File: src/rtl/instruction_fetch.sv
// Byte-serial instruction fetch: walks pcAddress over the four bytes of a word,
// assembles them little-endian and presents the word to decode under valid/ready.

module instruction_fetch_lane (
  input  logic       clk,
  input  logic       rst,
  input  logic       capture,
  input  logic [7:0] din,
  output logic [7:0] dout
);
  always_ff @(posedge clk or posedge rst) begin
    if (rst)          dout <= '0;
    else if (capture) dout <= din;
  end
endmodule

module instruction_fetch #(
  parameter logic [31:0] RESET_PC = 32'h0000_0000
) (
  input  logic        clk,
  input  logic        rst,
  output logic [31:0] pcAddress,
  input  logic [31:0] pcDataOutput,
  input  logic        halt,
  input  logic        branchTaken,
  input  logic [31:0] branchTarget,
  output logic [31:0] instruction,
  output logic [31:0] instructionPc,
  output logic        instrValid,
  input  logic        instrReady,
  output logic        addrError
);
  localparam int NUM_LANES = 3;

  typedef enum logic {FETCH, HOLD} state_t;

  state_t                       state, state_next;
  logic [31:0]                  pc, pc_next;
  logic [1:0]                   byte_idx, byte_idx_next;
  logic                         capture, complete, accept;
  logic [NUM_LANES-1:0][7:0]    buffer;
  logic [7:0]                   mem_byte;
  logic                         unused_data_hi;

  assign mem_byte       = pcDataOutput[7:0];
  assign unused_data_hi = ^pcDataOutput[31:8];

  // The top byte is never buffered: it goes straight into the instruction
  // register on the completing edge, so only three capture lanes exist.
  for (genvar i = 0; i < NUM_LANES; i++) begin : g_lane
    instruction_fetch_lane u_lane (
      .clk     (clk),
      .rst     (rst),
      .capture (capture && (byte_idx == 2'(i))),
      .din     (mem_byte),
      .dout    (buffer[i])
    );
  end

  always_ff @(posedge clk or posedge rst) begin
    if (rst) begin
      state    <= FETCH;
      pc       <= RESET_PC;
      byte_idx <= '0;
    end else begin
      state    <= state_next;
      pc       <= pc_next;
      byte_idx <= byte_idx_next;
    end
  end

  // Redirect takes priority over halt, assembly progress and handshake.
  always_comb begin
    state_next    = state;
    pc_next       = pc;
    byte_idx_next = byte_idx;
    capture       = 1'b0;
    complete      = 1'b0;
    accept        = 1'b0;
    if (branchTaken) begin
      state_next    = FETCH;
      pc_next       = {branchTarget[31:2], 2'b00};
      byte_idx_next = '0;
    end else begin
      case (state)
        FETCH: begin
          if (!halt) begin
            capture       = 1'b1;
            byte_idx_next = byte_idx + 2'd1;
            if (byte_idx == 2'd3) begin
              complete   = 1'b1;
              state_next = HOLD;
            end
          end
        end
        HOLD: begin
          if (instrValid && instrReady) begin
            accept        = 1'b1;
            pc_next       = pc + 32'd4;
            byte_idx_next = '0;
            state_next    = FETCH;
          end
        end
        default: state_next = FETCH;
      endcase
    end
  end

  always_ff @(posedge clk or posedge rst) begin
    if (rst) begin
      instruction   <= '0;
      instructionPc <= '0;
      instrValid    <= 1'b0;
      addrError     <= 1'b0;
    end else begin
      if (complete) begin
        instruction   <= {mem_byte, buffer[2], buffer[1], buffer[0]};
        instructionPc <= pc;
      end
      if (branchTaken)   instrValid <= 1'b0;
      else if (complete) instrValid <= 1'b1;
      else if (accept)   instrValid <= 1'b0;
      if (branchTaken && (branchTarget[1:0] != 2'b00)) addrError <= 1'b1;
    end
  end

  // Purely a function of registered state, so no input reaches it combinationally.
  assign pcAddress = (state == HOLD) ? pc : pc + {30'd0, byte_idx};

endmodule

File: config.mk
export PLATFORM = sky130hd
export DESIGN_NAME = instruction_fetch
export DESIGN_NICKNAME = d
export VERILOG_FILES = /design/src/rtl/instruction_fetch.sv
export SDC_FILE = /design/constraint.sdc
export NUM_CORES = 1
export LEC_CHECK = 0
export ABC_AREA = 1
export CAP_MARGIN = 20
export CORE_MARGIN = 8
export CORE_UTILIZATION = 50
export CTS_BUF_LIST = sky130_fd_sc_hd__clkbuf_4 sky130_fd_sc_hd__clkbuf_8
export CTS_CLUSTER_DIAMETER = 100
export DETAILED_ROUTE_END_ITERATION = 8
export PLACE_DENSITY_LB_ADDON = 0.1
export SYNTH_ARGS = -nofsm -noshare
export SYNTH_HDL_FRONTEND = slang
export SYNTH_HIERARCHICAL = 1
export SYNTH_SLANG_ARGS = --single-unit
File: constraint.sdc
create_clock -name clk -period 6.3 [get_ports clk]
set_input_delay 1.26 -clock clk [delete_from_list [all_inputs] [get_ports clk]]
set_output_delay 1.26 -clock clk [all_outputs]
set_load 0.03 [all_outputs]
==> results_dict.tcl <==
set metrics [dict create \
    status "finished clean" \
    route.antenna.remaining_nets 0 \
    wl_per_cell_um 16.2 \
    io_pins 167 \
    arrival_ps 3590 \
    worstReg2RegEnd "instruction[3]" \
    worstPathRequired_ps 6630 \
    final_critical_path_time_including_i_o_delays_and_setup_ps 3260 \
    internal_power_w 0.00199 \
    drt_first_pass_iters 5 \
    worstSetupStartpointType "input port" \
    fmax_mhz 307 \
    fin_skew_ps 7.26 \
    remaining_drc_errors 0 \
    drive_above_1_share_pct 11.1 \
    detail_route.wirelength_um 15500 \
    timing.rr.start "byte_idx[0]" \
    regToRegSetupSlack_ps 4060 \
    cts.sinks 121 \
    power_density_nw_per_um2 406 \
    cts.repair.resized 0 \
    combPwrFrac_pct 38.2 \
    cts_bufs_inserted 17 \
    place_worst_setup_slack_ps 2550 \
    synth.lib_cells_used.distinct 34 \
    reg2reg_depth 4 \
    grt_remaining_overflow 0 \
    whs_path_depth 2 \
    final-instance-count-excl-fill 957 \
    ys_ff_latch 121 \
    rsz_0062_raised_after_global_routing "false" \
    irDropWorstVdd_v 0.000373 \
    postSynthCellCount 691 \
    synth_edf_count 0 \
    final_gp_congestion 0.888 \
    clock_latency_ps 440 \
    cts_max_level 4 \
    syn_to_final_growth_pct 29.4 \
    ys.flop_type "sky130_fd_sc_hd__dfrtp_1" \
    die_area_sq_um 15600 \
    via_per_inst 5.05 \
    maximum_number_of_pins_on_one_net_before_global_route_repair 56 \
    maxCapViolations 0 \
    grt_pass1_wl_um 25700 \
    grt_antenna_before_repair 0 \
    chipWidth_um 125 \
    timing.final.hold_violations 0 \
    detail_route.iter0.violations 239 \
    hold_path_end "g_lane[1].u_lane/dout[5]" \
    place.port_buffers 140 \
    setup_total_negative_slack_ps 0 \
    clock_tree.root_cell "sky130_fd_sc_hd__clkbuf_8" \
    switching_power_w 0.00112 \
    relSlewSlack_pct 44.6 \
    setup_violations 0 \
    tritoncts "built" \
    sequential_element_share_of_the_synthesized_area_pct 51.1 \
    syn_area_per_cell_sq_um 8.58 \
    worst_pin_slew_ps 827 \
    core_area_sq_um 11500 \
    hold_path.startpoint "g_lane[1].u_lane/dout[5]" \
    track_usage_pct 20.7 \
    layout.nets 876 \
    hp-class "flop to flop" \
    die_h_um 125 \
    hold_buffers 0 \
    finalWorstSetupSlack_ps 3040 \
    rows 39 \
    seq_power_share_pct 38.1 \
    cts_max_path_buffers 2 \
    criticalPathCategory "input port to flop" \
    insertedDiodeCount 0 \
    cts_setup_buffers 0 \
    ys.warnings.count 6 \
    cell_area_after_technology_mapping_sq_um 5930 \
    switching_share_pct 36.1 \
    drv_slew 0 \
    final.period_utilization_pct 51.7 \
    clk_pin_slew_ps 70 \
    dp_hpwl_um 11400 \
    synth_async_sr_flop_share_pct 100 \
    first_global_vias 5105 \
    vias 4837 \
    endpoint_kind "flop" \
    placed_cells 926 \
    worstPathMaxFanout 55 \
    share_clk_of_total_power_pct 23.7 \
    leakage_nw 3.66 \
    initial_core_util_pct 51.5 \
]
power groups by stage:
stage / Clock (W) / Combinational [W] / Sequential (W)
2_1_floorplan: 0 / 0.000368 / 0.00151
3_3_place_gp: 0 / 0.00118 / 0.00119
3_5_place_dp: 0 / 0.00120 / 0.00120
4_1_cts: 0.000752 / 0.00121 / 0.00119
5_1_grt: 0.000781 / 0.00127 / 0.00122
6_report: 0.000738 / 0.00119 / 0.00119
cells in the mapped netlist, drive strengths merged (2+ instances only):
cell | n | share of area (%)
dfrtp | 121 | 51
ha | 5 | 1.1
o21bai | 4 | 0.51
mux2 | 33 | 7.6
xor2 | 4 | 0.59
nand2 | 237 | 15
clkbuf | 35 | 2.2
buf | 17 | 2.8
nor2 | 50 | 3.8
a21oi | 2 | 0.17
o21ai | 59 | 5.2
and2 | 2 | 0.21
nand3 | 48 | 4.1
o221ai | 2 | 0.30
inv | 67 | 4.4
o211ai | 2 | 0.25
how the worst max path moves through the flow:
stage                           start              end  cells after the start
after detailed placement  branchTaken  instruction[11]                      6
after global routing      branchTaken  instruction[11]                      6
after floorplan                   rst        addrError                      1
after CTS                 branchTaken  instruction[11]                      6
after global placement    branchTaken  instruction[11]                      6
final                     branchTaken  instruction[11]                      6
cell type report:
type	instances	area, sq um
Clock buffer	24	305
Timing Repair Buffer	143	1420
Multi-Input combinational cell	452	2350
Fill cell	979	3850
Clock inverter	7	116
Inverter	67	262
Sequential cell	121	3030
Tap cell	143	179
registers in the layout, summed over array words and instances, names as in the netlist:
register	count
instrValid	1
byte_idx	2
state	1
g_lane.u_lane/dout	24
addrError	1
pc	30
instruction	32
instructionPc	30
through the flow:
stage,util [%],hold WS [ps],cell area [sq um],total power (W)
2_1_floorplan,-,438,5930,0.00188
3_3_place_gp,62.9,450,7250,0.00237
3_5_place_dp,62.9,459,7250,0.00240
4_1_cts,66.6,476,7670,0.00315
5_1_grt,66.6,506,7670,0.00327
6_report,66.6,474,7670,0.00311
logic make-up (layout without fill, tap and decap cells):
group / Yosys count / after routing / synth area share, %
flip-flops: 121 / 121 / 51.1
buffers and inverters: 119 / 241 / 9.39
multiplexers: 33 / 33 / 7.60
AND/OR/NAND/NOR: 337 / 337 / 23.4
XOR/XNOR: 5 / 5 / 0.739
AO/OA/AOI/OAI: 70 / 70 / 6.67
other: 1 / 2 / 0.0633
adder cells (fa/ha/maj): 5 / 5 / 1.06
routing by layer:
layer,track usage (%),wire (um),vias to the layer above
met5,0,0,-
met4,9.60,508,0
met3,7.23,961,31
met2,34.6,7550,151
met1,23.3,6510,2289
li1,-,-,2366
critical path, stage by stage:
cell	delay (ps)
sky130_fd_sc_hd__clkdlybuf4s50_1	400
sky130_fd_sc_hd__buf_4	250
sky130_fd_sc_hd__nor2_4	210
sky130_fd_sc_hd__nand3_4	610
sky130_fd_sc_hd__buf_4	520
sky130_fd_sc_hd__mux2_4	340
cell usage in the layout (no fill, tap or decap), types with 14 or more instances in the layout:
master                            count
sky130_fd_sc_hd__nor2_1              42
sky130_fd_sc_hd__o21ai_0             43
sky130_fd_sc_hd__nand3_1             47
sky130_fd_sc_hd__clkdlybuf4s50_1    140
sky130_fd_sc_hd__clkbuf_8            20
sky130_fd_sc_hd__mux2_4              21
sky130_fd_sc_hd__nand2_1            232
sky130_fd_sc_hd__dfrtp_1            121
sky130_fd_sc_hd__o21ai_1             14
sky130_fd_sc_hd__inv_1               61
Power figures use the tool's default switching activity.
